<file path="src/rtl/j17_pkg.sv">
// rtl/j17_pkg.sv - shared pcControl codes, sequencer state encoding and flag layout
// Purpose: definitions shared by the control unit and the program-counter sequencer.
// Contents: pcControl code localparams, run/halt state enum, latched flag struct.
package j17_pkg;

  localparam int unsigned PC_CTL_W = 5;

  localparam logic [PC_CTL_W-1:0] PC_SEQ = 5'd0;
  localparam logic [PC_CTL_W-1:0] PC_JE  = 5'd1;
  localparam logic [PC_CTL_W-1:0] PC_JB  = 5'd2;
  localparam logic [PC_CTL_W-1:0] PC_JA  = 5'd3;
  localparam logic [PC_CTL_W-1:0] PC_JNE = 5'd4;
  localparam logic [PC_CTL_W-1:0] PC_JBE = 5'd5;
  localparam logic [PC_CTL_W-1:0] PC_JAE = 5'd6;
  localparam logic [PC_CTL_W-1:0] PC_JNZ = 5'd7;
  localparam logic [PC_CTL_W-1:0] PC_JZ  = 5'd8;
  localparam logic [PC_CTL_W-1:0] PC_JMP = 5'd9;
  localparam logic [PC_CTL_W-1:0] PC_HLT = 5'd10;

  typedef enum logic {
    ST_RUN  = 1'b0,
    ST_HALT = 1'b1
  } seq_state_t;

  // Latched ALU comparison flags, packed as {eq, lt, gt, zero}.
  typedef struct packed {
    logic eq;
    logic lt;
    logic gt;
    logic zero;
  } flags_t;

endpackage

</file>
<file path="src/rtl/pc_sequencer_branch_cond.sv">
// rtl/pc_sequencer_branch_cond.sv - branch condition evaluation on latched flags
// Purpose: decide whether the current pcControl code is a taken jump.
// Ports:
//   pcControl  in  5       control-unit code
//   flags      in  flags_t latched {eq, lt, gt, zero}
//   take       out 1       1 when the code is a jump whose condition holds
module branch_cond
  import j17_pkg::*;
(
  input  logic [PC_CTL_W-1:0] pcControl,
  input  flags_t              flags,
  output logic                take
);

  always_comb begin
    take = 1'b0;
    case (pcControl)
      PC_JE:   take = flags.eq;
      PC_JB:   take = flags.lt;
      PC_JA:   take = flags.gt;
      PC_JNE:  take = ~flags.eq;
      PC_JBE:  take = flags.lt | flags.eq;
      PC_JAE:  take = flags.gt | flags.eq;
      PC_JNZ:  take = ~flags.zero;
      PC_JZ:   take = flags.zero;
      PC_JMP:  take = 1'b1;
      // Sequential, HLT and unassigned codes never branch.
      default: take = 1'b0;
    endcase
  end

endmodule

</file>
<file path="src/rtl/pc_sequencer.sv">
// rtl/pc_sequencer.sv - program-counter sequencer with flag register, run/halt FSM and retire counter
// Purpose: produce the next instruction address from the control unit's pcControl code.
// Ports:
//   clock      in  1       rising-edge clock
//   reset      in  1       synchronous active-high reset
//   pcControl  in  5       sequencing code (11-31 behave as sequential)
//   target     in  ADDR_W  absolute branch target
//   alu_eq/lt/gt/zero in 1 live ALU flags
//   flag_we    in  1       latch ALU flags this cycle
//   stall      in  1       hold all state this cycle
//   resume     in  1       leave HALT
//   pc         out ADDR_W  current instruction address
//   halted     out 1       high while in HALT
//   taken      out 1       pulse after a taken jump
//   retired    out CNT_W   retired-instruction count
module pc_sequencer
  import j17_pkg::*;
#(
  parameter int unsigned           ADDR_W   = 21,
  parameter logic [ADDR_W-1:0]     RESET_PC = '0,
  parameter int unsigned           CNT_W    = 32
) (
  input  logic                clock,
  input  logic                reset,
  input  logic [PC_CTL_W-1:0] pcControl,
  input  logic [ADDR_W-1:0]   target,
  input  logic                alu_eq,
  input  logic                alu_lt,
  input  logic                alu_gt,
  input  logic                alu_zero,
  input  logic                flag_we,
  input  logic                stall,
  input  logic                resume,
  output logic [ADDR_W-1:0]   pc,
  output logic                halted,
  output logic                taken,
  output logic [CNT_W-1:0]    retired
);

  seq_state_t        r_state;
  logic [ADDR_W-1:0] r_pc;
  flags_t            r_flags;
  logic              r_halted;
  logic              r_taken;
  logic [CNT_W-1:0]  r_retired;

  seq_state_t        w_state_nxt;
  logic [ADDR_W-1:0] w_pc_nxt;
  flags_t            w_flags_nxt;
  logic              w_halted_nxt;
  logic              w_taken_nxt;
  logic [CNT_W-1:0]  w_retired_nxt;
  logic              w_take;

  // Conditions look only at the registered flags, so a flag write in the
  // same cycle as a jump affects the next instruction, not this one.
  branch_cond u_branch_cond (
    .pcControl (pcControl),
    .flags     (r_flags),
    .take      (w_take)
  );

  always_comb begin
    w_state_nxt   = r_state;
    w_pc_nxt      = r_pc;
    w_flags_nxt   = r_flags;
    w_halted_nxt  = r_halted;
    w_taken_nxt   = 1'b0;
    w_retired_nxt = r_retired;

    if (!stall) begin
      case (r_state)
        ST_RUN: begin
          // Every non-stalled RUN cycle retires one instruction, HLT included.
          w_retired_nxt = r_retired + CNT_W'(1);
          if (flag_we) begin
            w_flags_nxt = '{eq: alu_eq, lt: alu_lt, gt: alu_gt, zero: alu_zero};
          end
          if (pcControl == PC_HLT) begin
            w_state_nxt  = ST_HALT;
            w_halted_nxt = 1'b1;
          end else if (w_take) begin
            w_pc_nxt    = target;
            w_taken_nxt = 1'b1;
          end else begin
            w_pc_nxt = r_pc + ADDR_W'(1);
          end
        end
        ST_HALT: begin
          if (resume) begin
            w_pc_nxt     = r_pc + ADDR_W'(1);
            w_state_nxt  = ST_RUN;
            w_halted_nxt = 1'b0;
          end
        end
        default: begin
          w_state_nxt  = ST_RUN;
          w_halted_nxt = 1'b0;
        end
      endcase
    end
  end

  always_ff @(posedge clock) begin
    if (reset) begin
      r_state   <= ST_RUN;
      r_pc      <= RESET_PC;
      r_flags   <= '0;
      r_halted  <= 1'b0;
      r_taken   <= 1'b0;
      r_retired <= '0;
    end else begin
      r_state   <= w_state_nxt;
      r_pc      <= w_pc_nxt;
      r_flags   <= w_flags_nxt;
      r_halted  <= w_halted_nxt;
      r_taken   <= w_taken_nxt;
      r_retired <= w_retired_nxt;
    end
  end

  assign pc      = r_pc;
  assign halted  = r_halted;
  assign taken   = r_taken;
  assign retired = r_retired;

endmodule

</file>
<file path="config.mk">
export PLATFORM = sky130hd
export DESIGN_NAME = pc_sequencer
export DESIGN_NICKNAME = d
export VERILOG_FILES = /design/src/rtl/j17_pkg.sv /design/src/rtl/pc_sequencer_branch_cond.sv /design/src/rtl/pc_sequencer.sv
export SDC_FILE = /design/constraint.sdc
export NUM_CORES = 1
export LEC_CHECK = 0
export BUFFER_PORTS_ARGS = -buffer_cell sky130_fd_sc_hd__buf_4
export CORE_MARGIN = 8
export CORE_UTILIZATION = 49
export CTS_BUF_LIST = sky130_fd_sc_hd__clkbuf_2 sky130_fd_sc_hd__clkbuf_4 sky130_fd_sc_hd__clkbuf_8
export CTS_CLUSTER_DIAMETER = 80
export CTS_CLUSTER_SIZE = 25
export DETAILED_ROUTE_END_ITERATION = 10
export HOLD_SLACK_MARGIN = 0.03
export PLACE_DENSITY_LB_ADDON = 0.15
export SYNTH_ARGS = -nofsm -noshare
export SYNTH_HDL_FRONTEND = slang
export SYNTH_SLANG_ARGS = --single-unit
</file>
<file path="constraint.sdc">
create_clock -name clock -period 2 [get_ports clock]
set_input_delay 0.1 -clock clock [delete_from_list [all_inputs] [get_ports clock]]
set_output_delay 0.1 -clock clock [all_outputs]
set_load 0.01 [all_outputs]
</file>
==> flow_metrics.env <==
export IMPL_worstPathRequired_ns=2.26
export IMPL_cp_top_family="simple AND/OR/NAND/NOR gates"
export IMPL_area_growth_pct=39.7
export IMPL_place_ws_ns=0.0521
export IMPL_crit_path_top_delay_cell="dfxtp_1"
export IMPL_synth_area_sq_mm=0.00318
export IMPL_grt_pass1_vias=3298
export IMPL_cts_tree="built"
export IMPL_dpl_cell_area_sq_mm=0.00406
export IMPL_yosysWarningCount=0
export IMPL_die_area_sq_mm=0.00932
export IMPL_grtUsageTotal_pct=19.5
export IMPL_synth_edf_count=0
export IMPL_stdcell_count=592
export IMPL_drc=0
export IMPL_power_density_mw_per_mm2=663
export IMPL_slew_viol_final=0
export IMPL_critPathKind="register to register"
export IMPL_drtIter0Drc=183
export IMPL_post_route_period_util_pct=94.3
export IMPL_htree_levels=3
export IMPL_grt_overflow=0
export IMPL_hpwl_mm=6.57
export IMPL_maxCapViolations=0
export IMPL_die_x_um=96.5
export IMPL_max_stage_delay_ns=0.48
export IMPL_cp_max_fo=7
export IMPL_start_util_pct=50.3
export IMPL_syn_avg_cell_area_sq_um=8.15
export IMPL_wire_per_inst_um=15.2
export IMPL_worst_pin_slew_ns=0.691
export IMPL_hold_path_class="input port to register"
export IMPL_place_congestion=0.818
export IMPL_final_setup_viol_count=0
export IMPL_clock_tree_root_cell="clkbuf_8"
export IMPL_grt_pass1_wl_mm=14.7
export IMPL_synth_nets=427
export IMPL_grt_max_degree=32
export IMPL_cts_num_sinks=60
export IMPL_clk_pin_slew_ns=0.07
export IMPL_setup_ws_ns=0.114
export IMPL_nNetsFinal=548
export IMPL_min_period_ns=1.89
export IMPL_fmax_mhz=530
export IMPL_finalInstanceArea_sq_mm=0.00444
export IMPL_ys_top_cells_by_area="dfxtp_1 38%, nor2_1 6.0%, nand4_1 4.5%"
export IMPL_via_count=3325
export IMPL_hold_ws_ns=0.0471
export IMPL_fin_worst_skew_ns=0.00617
export IMPL_viasPerCell=5.62
export IMPL_worstSetupStartpointType="register"
export IMPL_port_buffer_count=89
export IMPL_leakage_nw=1.88
export IMPL_synthArstFlopShare_pct=0
export IMPL_critical_path_buf_inv_count=0
export IMPL_finalSetupTns_ns=0
export IMPL_outcome="complete, no violations"
export IMPL_seq_area_frac_synth_pct=37.8
export IMPL_arrival_ns=2.15
export IMPL_dp_cells=564
export IMPL_netlist_instances=390
export IMPL_crit_chain="nor2_2, a311o_1, or2_2, or4_1, o211ai_1"
export IMPL_die_height_um=96.5
export IMPL_synth_top_area_cell="dfxtp_1"
export IMPL_ir_worst_vdd_mv=0.635
export IMPL_num_io_pins=90
export IMPL_synth_seq_cells=60
export IMPL_wl_mm=9.00
export IMPL_clock_latency_ns=0.33
export IMPL_synth_ff_type="dfxtp_1"
export IMPL_diodes=0
export IMPL_postRouteAntennaNets=0
export IMPL_hold_violations=0
export IMPL_drtPass1Iterations=4
export IMPL_cts_buffers=9
export IMPL_slew_headroom_pct=53.9
export IMPL_yosys_cell_types_count=59
export IMPL_core_sq_mm=0.00631
export IMPL_placementRows=29
export IMPL_worstSetupEndpointType="register"
export IMPL_yosysTopAreaCellShare_pct=37.8
export IMPL_antenna_found_initial=0
export IMPL_drive_gt1_share_pct=29.3
export IMPL_clockBufferDepth=2
cell families (layout without fill, tap and decap cells):
group,after synthesis,count (layout),synth area share [%]
fa+ha+maj,2,2,0.788
mux,9,9,2.99
simple gates,201,201,33.6
flops,60,60,37.8
buf+inv,28,153,3.78
xor+xnor,26,26,7.17
compound gates,64,64,13.9
what timing repair did:
action,in CTS,in global routing
hold buffers,12,0
hold endpoints to repair,12,0
gates resized for setup,0,3
setup endpoints to repair,0,7
setup buffers,0,1
area by class of cell:
class	count	area (sq um)
timing repair buffer	129	998
clock inverter	5	100
fill	512	1870
inverter	9	33.8
tap	77	96.3
multi-input combinational	302	1870
sequential	60	1200
clock buffer	10	138
cell usage in the layout, fill, tap and decap left out, types with 10 or more instances in the layout:
cell type	count
dfxtp_1	59
nand3_1	23
xnor2_1	13
nand2_1	35
dlygate4sd3_1	12
o21ai_0	21
and3_1	19
xor2_1	13
buf_4	117
clkbuf_8	10
nor2_1	51
nand4_1	23
flip-flops by register name, indices dropped and copies added (netlist names):
register	flops
pc	21
taken	1
halted	1
r_flags	4
retired	32
r_state	1
routing by layer:
metal  share of wire, %  up-vias  track usage (%)  wire length, um
met5                  0        -                0                0
met4               0.99        0             5.93               89
met3                7.5        6             6.03              677
met2                 49      109             34.5             4430
met1                 42     1552             21.9             3800
li1                   -     1658                -                -
final timing paths:
check / startpoint / endpoint / slack (ns) / cells past startpoint
setup / recovery: r_state / pc[15] / 0.11 / 5
hold / removal: target[1] / pc[1] / 0.05 / 3
setup reg to reg: r_state / pc[15] / 0.11 / 5
hold reg to reg: r_flags[2] / r_flags[2] / 0.50 / 2
report_power, final:
| part | switching [mW] | internal [mW] | total (mW) | leakage [nW] |
|---|---|---|---|---|
| sequential | 0.0323 | 1.23 | 1.26 | 0.486 |
| combinational | 0.181 | 0.178 | 0.360 | 1.27 |
| clock | 0.474 | 0.851 | 1.32 | 0.122 |
Yosys cell counts (3+ instances only):
| cell | number |
|---|---|
| or3_1 | 7 |
| and4_1 | 5 |
| o211ai_1 | 4 |
| nand4_1 | 23 |
| o21ai_0 | 21 |
| and3_1 | 19 |
| nor2b_1 | 5 |
| nand3_1 | 24 |
| inv_1 | 9 |
| a21oi_1 | 8 |
| xnor2_1 | 13 |
| dfxtp_1 | 60 |
| a211oi_1 | 4 |
| mux2i_1 | 8 |
| nor4_1 | 5 |
| clkbuf_1 | 12 |
| xor2_1 | 13 |
| o22ai_1 | 3 |
| nor2_1 | 51 |
| nand2_1 | 35 |
| nor3_1 | 3 |
| o221ai_1 | 3 |
| a31oi_1 | 6 |
| or2_2 | 3 |
| and2_1 | 4 |
worst reg2reg max path: cells and delay by family, from the launching register on:
family,cells,cell delay (ns)
AOI/OAI and AO/OA,2,0.53
DFF,1,0.48
and+or+nand+nor,3,0.82
per-stage QoR:
step	power (mW)	utilization, %
2_1_floorplan	1.45	-
6_report	2.94	70.3
3_3_place_gp	1.61	64.4
5_1_grt	3.05	70.3
4_1_cts	2.96	70.0
3_5_place_dp	1.62	64.4
Note: power is estimated with default switching activity, not from simulation.
